[src/rtl/compound_in_receiver.sv]
// Receiver for the blocking sync/notify CompoundType port: buffers accepted words
// in a small first-word-fall-through FIFO and presents the head with valid/ack.
//  state | meaning
//  IDLE  | first cycle after reset release, no transfers
//  RUN   | normal push/pop operation
//  FLUSH | single cycle clearing all buffered words
module compound_in_receiver #(
    parameter int DATA_W = 32,
    parameter int DEPTH  = 4,
    parameter int CNT_W  = 16
) (
    input  logic              clk,
    input  logic              rst,
    input  logic [DATA_W-1:0] b_in,
    input  logic              b_in_sync,
    output logic              b_in_notify,
    input  logic              flush,
    output logic [DATA_W-1:0] m_out,
    output logic              m_out_valid,
    input  logic              m_out_ack,
    output logic [CNT_W-1:0]  rx_count,
    output logic [1:0]        section_out
);

    localparam int CW = $clog2(DEPTH + 1);
    localparam int PW = $clog2(DEPTH);
    localparam logic [CW-1:0] FULL = CW'(DEPTH);

    typedef enum logic [1:0] {
        IDLE  = 2'd0,
        RUN   = 2'd1,
        FLUSH = 2'd2
    } state_t;

    state_t            state_q, state_d;
    logic [CW-1:0]     count_q, count_d;
    logic [PW-1:0]     rd_ptr_q, rd_ptr_d;
    logic [PW-1:0]     wr_ptr_q, wr_ptr_d;
    logic [CNT_W-1:0]  rx_q, rx_d;
    logic              notify_q, notify_d;
    logic [DATA_W-1:0] mem [DEPTH];
    logic              push, pop;

    // flush takes priority: neither side transfers in the cycle it is seen
    assign push = (state_q == RUN) && !flush && b_in_sync && notify_q;
    assign pop  = (state_q == RUN) && !flush && m_out_ack && (count_q != '0);

    always_comb begin
        state_d  = state_q;
        count_d  = count_q;
        rd_ptr_d = rd_ptr_q;
        wr_ptr_d = wr_ptr_q;
        rx_d     = rx_q;
        unique case (state_q)
            IDLE:  state_d = RUN;
            RUN: begin
                if (flush) state_d = FLUSH;
                if (push) begin
                    wr_ptr_d = wr_ptr_q + PW'(1);
                    rx_d     = rx_q + CNT_W'(1);
                end
                if (pop) rd_ptr_d = rd_ptr_q + PW'(1);
                if (push && !pop)      count_d = count_q + CW'(1);
                else if (pop && !push) count_d = count_q - CW'(1);
            end
            FLUSH: begin
                state_d  = RUN;
                count_d  = '0;
                rd_ptr_d = '0;
                wr_ptr_d = '0;
            end
            default: state_d = IDLE;
        endcase
        notify_d = (state_d == RUN) && (count_d < FULL);
    end

    always_ff @(posedge clk or posedge rst) begin
        if (rst) begin
            state_q  <= IDLE;
            count_q  <= '0;
            rd_ptr_q <= '0;
            wr_ptr_q <= '0;
            rx_q     <= '0;
            notify_q <= 1'b0;
        end else begin
            state_q  <= state_d;
            count_q  <= count_d;
            rd_ptr_q <= rd_ptr_d;
            wr_ptr_q <= wr_ptr_d;
            rx_q     <= rx_d;
            notify_q <= notify_d;
        end
    end

    // storage is deliberately left unreset; valid gating hides stale contents
    always_ff @(posedge clk) begin
        if (push) mem[wr_ptr_q] <= b_in;
    end

    assign b_in_notify = notify_q;
    assign m_out_valid = (count_q != '0);
    assign m_out       = m_out_valid ? mem[rd_ptr_q] : '0;
    assign rx_count    = rx_q;
    assign section_out = state_q;

endmodule

[config.mk]
export PLATFORM = sky130hd
export DESIGN_NAME = compound_in_receiver
export DESIGN_NICKNAME = d
export VERILOG_FILES = /design/src/rtl/compound_in_receiver.sv
export SDC_FILE = /design/constraint.sdc
export NUM_CORES = 1
export LEC_CHECK = 0
export BUFFER_PORTS_ARGS = -buffer_cell sky130_fd_sc_hd__buf_2
export CAP_MARGIN = 0
export CORE_MARGIN = 2
export CORE_UTILIZATION = 45
export DETAILED_ROUTE_END_ITERATION = 8
export PLACE_DENSITY_LB_ADDON = 0.08
export SETUP_SLACK_MARGIN = 0.02
export SYNTH_ARGS = -nofsm -noshare
export SYNTH_HDL_FRONTEND = slang
export SYNTH_SLANG_ARGS = --single-unit
[constraint.sdc]
create_clock -name clk -period 4.2 [get_ports clk]
set_input_delay 0.42 -clock clk [delete_from_list [all_inputs] [get_ports clk]]
set_output_delay 0.42 -clock clk [all_outputs]
set_load 0.01 [all_outputs]
==> summary.md <==
| Metric | Value |
|---|---|
| Status | finished clean |
| RD Place Congestion | 0.751 |
| Seq cells post-synth | 154 |
| CTS Buffer Depth | 2 |
| Post-Syn Area | 0.00628 mm² |
| Layout cell share with drive strength beyond 1 | 0.353 |
| Number of max-cap violations | 0 |
| Pint | 3150 µW |
| CP endpoint kind | primary output |
| Pre-CTS setup slack | 1.49 ns |
| Maximum vdd drop | 295 µV |
| Synthesized instance count | 347 |
| Synth area leader | edfxtp_1 |
| Post-Synth Simple-Gate Area | 0.0843 |
| Hold-fix buffers, CTS | 0 |
| Area grow syn2layout | 18.6% |
| Slew Limit Fails | 0 |
| RSZ-0062 raised after global routing | false |
| Post-synth EDFFs | 128 |
| Pin count of the biggest net entering global routing | 37 |
| Number of global-route vias before repair | 3470 |
| Initial antenna violation count | 1 |
| Final hold viol count | 0 |
| Clock sink total | 154 |
| Fillers | 1148 |
| Core area | 0.0138 mm² |
| Reg-to-Reg Start | section_out[1] |
| H-tree lvl count | 4 |
| # nets final | 490 |
| Register area share after synthesis | 0.716 |
| Leakage Power | 0.00281 µW |
| Post-Synth Adder-Cell Area | 0.0239 |
| Final ANT Viol Nets | 0 |
| Cells after DPL | 602 |
| Share of the synthesized area in the top cell type | 0.612 |
| TritonCTS buffer count | 17 |
| Yosys warns | 0 |
| Crit path kind | reg2out |
| Primary FF master, synth | edfxtp_1 |
| Finished Core Util | 0.541 |
| XOR/XNOR share of the synthesized area | 0.0209 |
| # rows | 43 |
| Setup Skew | 0.00871 ns |
| Worst-Skew Late Latency | 0.41 ns |
| Total nets after synthesis | 396 |
| Hold path cells | 1 |
| Via/cell ratio | 5.16 |
| Final setup vio count | 0 |
| Io pins | 89 |
| Critical path data required time | 3.78 ns |
| Tightest Hold Check Type | in2reg |
| Total GRT Usage | 0.170 |
| Port bufs | 88 |
| DRT iter0 DRCs | 209 |
| Top cells by area, synth | edfxtp_1 (61%), mux4_2 (11%), dfrtp_1 (10%), and2_1 (3.7%), ha_1 (2.4%) |
| Die Span Y | 122 µm |
| Final routed DRC violation total | 0 |
| Slew headroom | 0.326 |
| Via count | 3263 |
| Achievable Freq | 339 MHz |
| Final period util | 0.702 |
| Largest family of logic cells by synthesized area | multiplexers |
| Routed wire length | 11500 µm |
| CP Launch Type | flop |
| Post-Layout Cell Count | 632 |
| Die Width | 122 µm |
| Worst r2r path cells | 4 |
| CTS clk-pin slew, worst paths | 0.06 ns |
| PD cells | 588 mW/mm² |
| Ys async rst share | 0.169 |
| First-pass GRT wire length | 18300 µm |
| Total iterations of the first detailed-routing run | 4 |
| Reg2reg setup slack | 1.60 ns |
| Worst-margin pin slew | 1.01 ns |
| FF-to-FF End | mem[0][12] |
| Logic pwr share | 0.230 |
| Final worst setup slack | 1.25 ns |
| Clock root cell | clkbuf_16 |
| Max FO, Critical Path | 22 |
| WL/cell | 18.1 µm |
| Setup bufs post-CTS | 0 |
| Synth cell types | 40 |
| Effective utilization at floorplan | 0.456 |
| Origin of the worst min-delay path | b_in[15] |
| Worst Hold End | mem[0][15] |
| Post-synthesis mux area share | 0.115 |
| CTS tree | built |
| Clock power share | 0.335 |
| Post-DP HPWL | 6850 µm |
| Final Critical Period | 2.95 ns |
| Psw | 1230 µW |
| Switching part of the total power | 0.280 |
| Worst path arrival time | 2.53 ns |
| Avg Inst Size Synth | 18.1 µm² |
| Compound-Gate Fraction of Synth Area | 0.0209 |
| Die area | 0.0149 mm² |
| CTS resizes | 0 |
| Flop pwr share | 0.436 |
| GRT overflow | 0 |
| Setup TNS | 0 ns |
layout by cell type (no fill, tap or decap), types with 2 or more instances in the layout:
cell type | synthesis | routed
edfxtp_1 | 128 | 128
buf_2 | 5 | 88
and2_1 | 37 | 33
mux4_2 | 32 | 32
dfrtp_1 | 26 | 24
clkbuf_16 | 0 | 17
nand2_1 | 15 | 15
xnor2_1 | 14 | 14
ha_1 | 12 | 12
inv_1 | 10 | 10
nand3_1 | 9 | 9
nand4_1 | 7 | 7
nor2_1 | 7 | 7
clkinv_2 | 0 | 5
and2_2 | 0 | 4
and3_1 | 3 | 3
o211ai_1 | 3 | 3
a21oi_1 | 3 | 3
bufinv_16 | 0 | 3
inv_2 | 2 | 2
or4_1 | 2 | 2
nand3b_1 | 2 | 2
a21o_1 | 2 | 2
a211oi_1 | 2 | 2
clkinv_1 | 0 | 2
dfrtp_2 | 0 | 2
synth_stat cells, types with 2 or more instances:
cell type    n
a21o_1       2
xnor2_1     14
o211ai_1     3
inv_1       10
a21oi_1      3
mux4_2      32
a211oi_1     2
and3_1       3
nor2_1       7
inv_2        2
nand3b_1     2
ha_1        12
nand2_1     15
edfxtp_1   128
nand4_1      7
clkbuf_1     4
buf_4        4
buf_2        5
and2_1      37
or4_1        2
dfrtp_1     26
nand3_1      9
worst max-delay path, stage by stage, from the launching register on:
cell	delay [ns]
dfrtp_2	0.81
buf_4	0.43
mux4_2	0.55
and2_1	0.18
buf_2	0.14
cell families after synthesis:
logic type | Yosys count
xor+xnor | 15
simple gates | 90
flops | 154
mux | 32
fa+ha+maj | 12
buf+inv | 26
compound gates | 18
sequential cells by signal, indices dropped and copies added, names as in the netlist:
| register | cells |
|---|---|
| count_q | 3 |
| wr_ptr_q | 2 |
| b_in_notify | 1 |
| section_out | 2 |
| rx_count | 16 |
| mem | 128 |
| rd_ptr_q | 2 |
through the flow:
stage | total power, µW | cell area (µm²) | hold slack [ns]
CTS | 4450 | 7440 | 0.194
detailed placement | 2980 | 6880 | 0.462
finish | 4380 | 7450 | 0.218
global placement | 2950 | 6880 | 0.456
floorplan | 2610 | 6280 | 0.460
global route | 4620 | 7440 | 0.203
metal layers:
layer	GRT usage	up-vias	wire (µm)
li1	-	1531	-
met2	0.275	78	5780
met5	0	-	7
met4	0.0704	2	108
met3	0.0581	10	592
met1	0.209	1642	4970
power groups by stage:
| stage | registers, µW | logic (µW) | clock network [µW] |
|---|---|---|---|
| 2_1_floorplan | 1830 | 774 | 0 |
| 4_1_cts | 1920 | 1030 | 1500 |
| 3_3_place_gp | 1940 | 1020 | 0 |
| 3_5_place_dp | 1950 | 1030 | 0 |
| 5_1_grt | 1930 | 1130 | 1560 |
| 6_report | 1910 | 1010 | 1460 |
how the worst max path moves through the flow:
stage | startpoint | end | cells past startpoint | slack, ns
after floorplan | section_out[1] | mem[0][0] | 5 | 1.99
after global placement | section_out[1] | mem[0][15] | 4 | 1.56
after detailed placement | section_out[1] | mem[0][15] | 4 | 1.49
after CTS | rd_ptr_q[0] | m_out[18] | 4 | 1.13
after global routing | rd_ptr_q[0] | m_out[25] | 4 | 1.02
final | rd_ptr_q[0] | m_out[18] | 4 | 1.25
area by class of cell:
class	instances	area (µm²)	area share
Tap cell	180	225	0.0302
Inverter	12	45.0	0.00605
Antenna cell	1	2.50	0.000336
Timing Repair Buffer	89	448	0.0602
Clock buffer	18	429	0.0576
Sequential cell	154	4500	0.604
Multi-Input combinational cell	167	1670	0.224
Clock inverter	11	131	0.0176
Power figures use the tool's default switching activity.
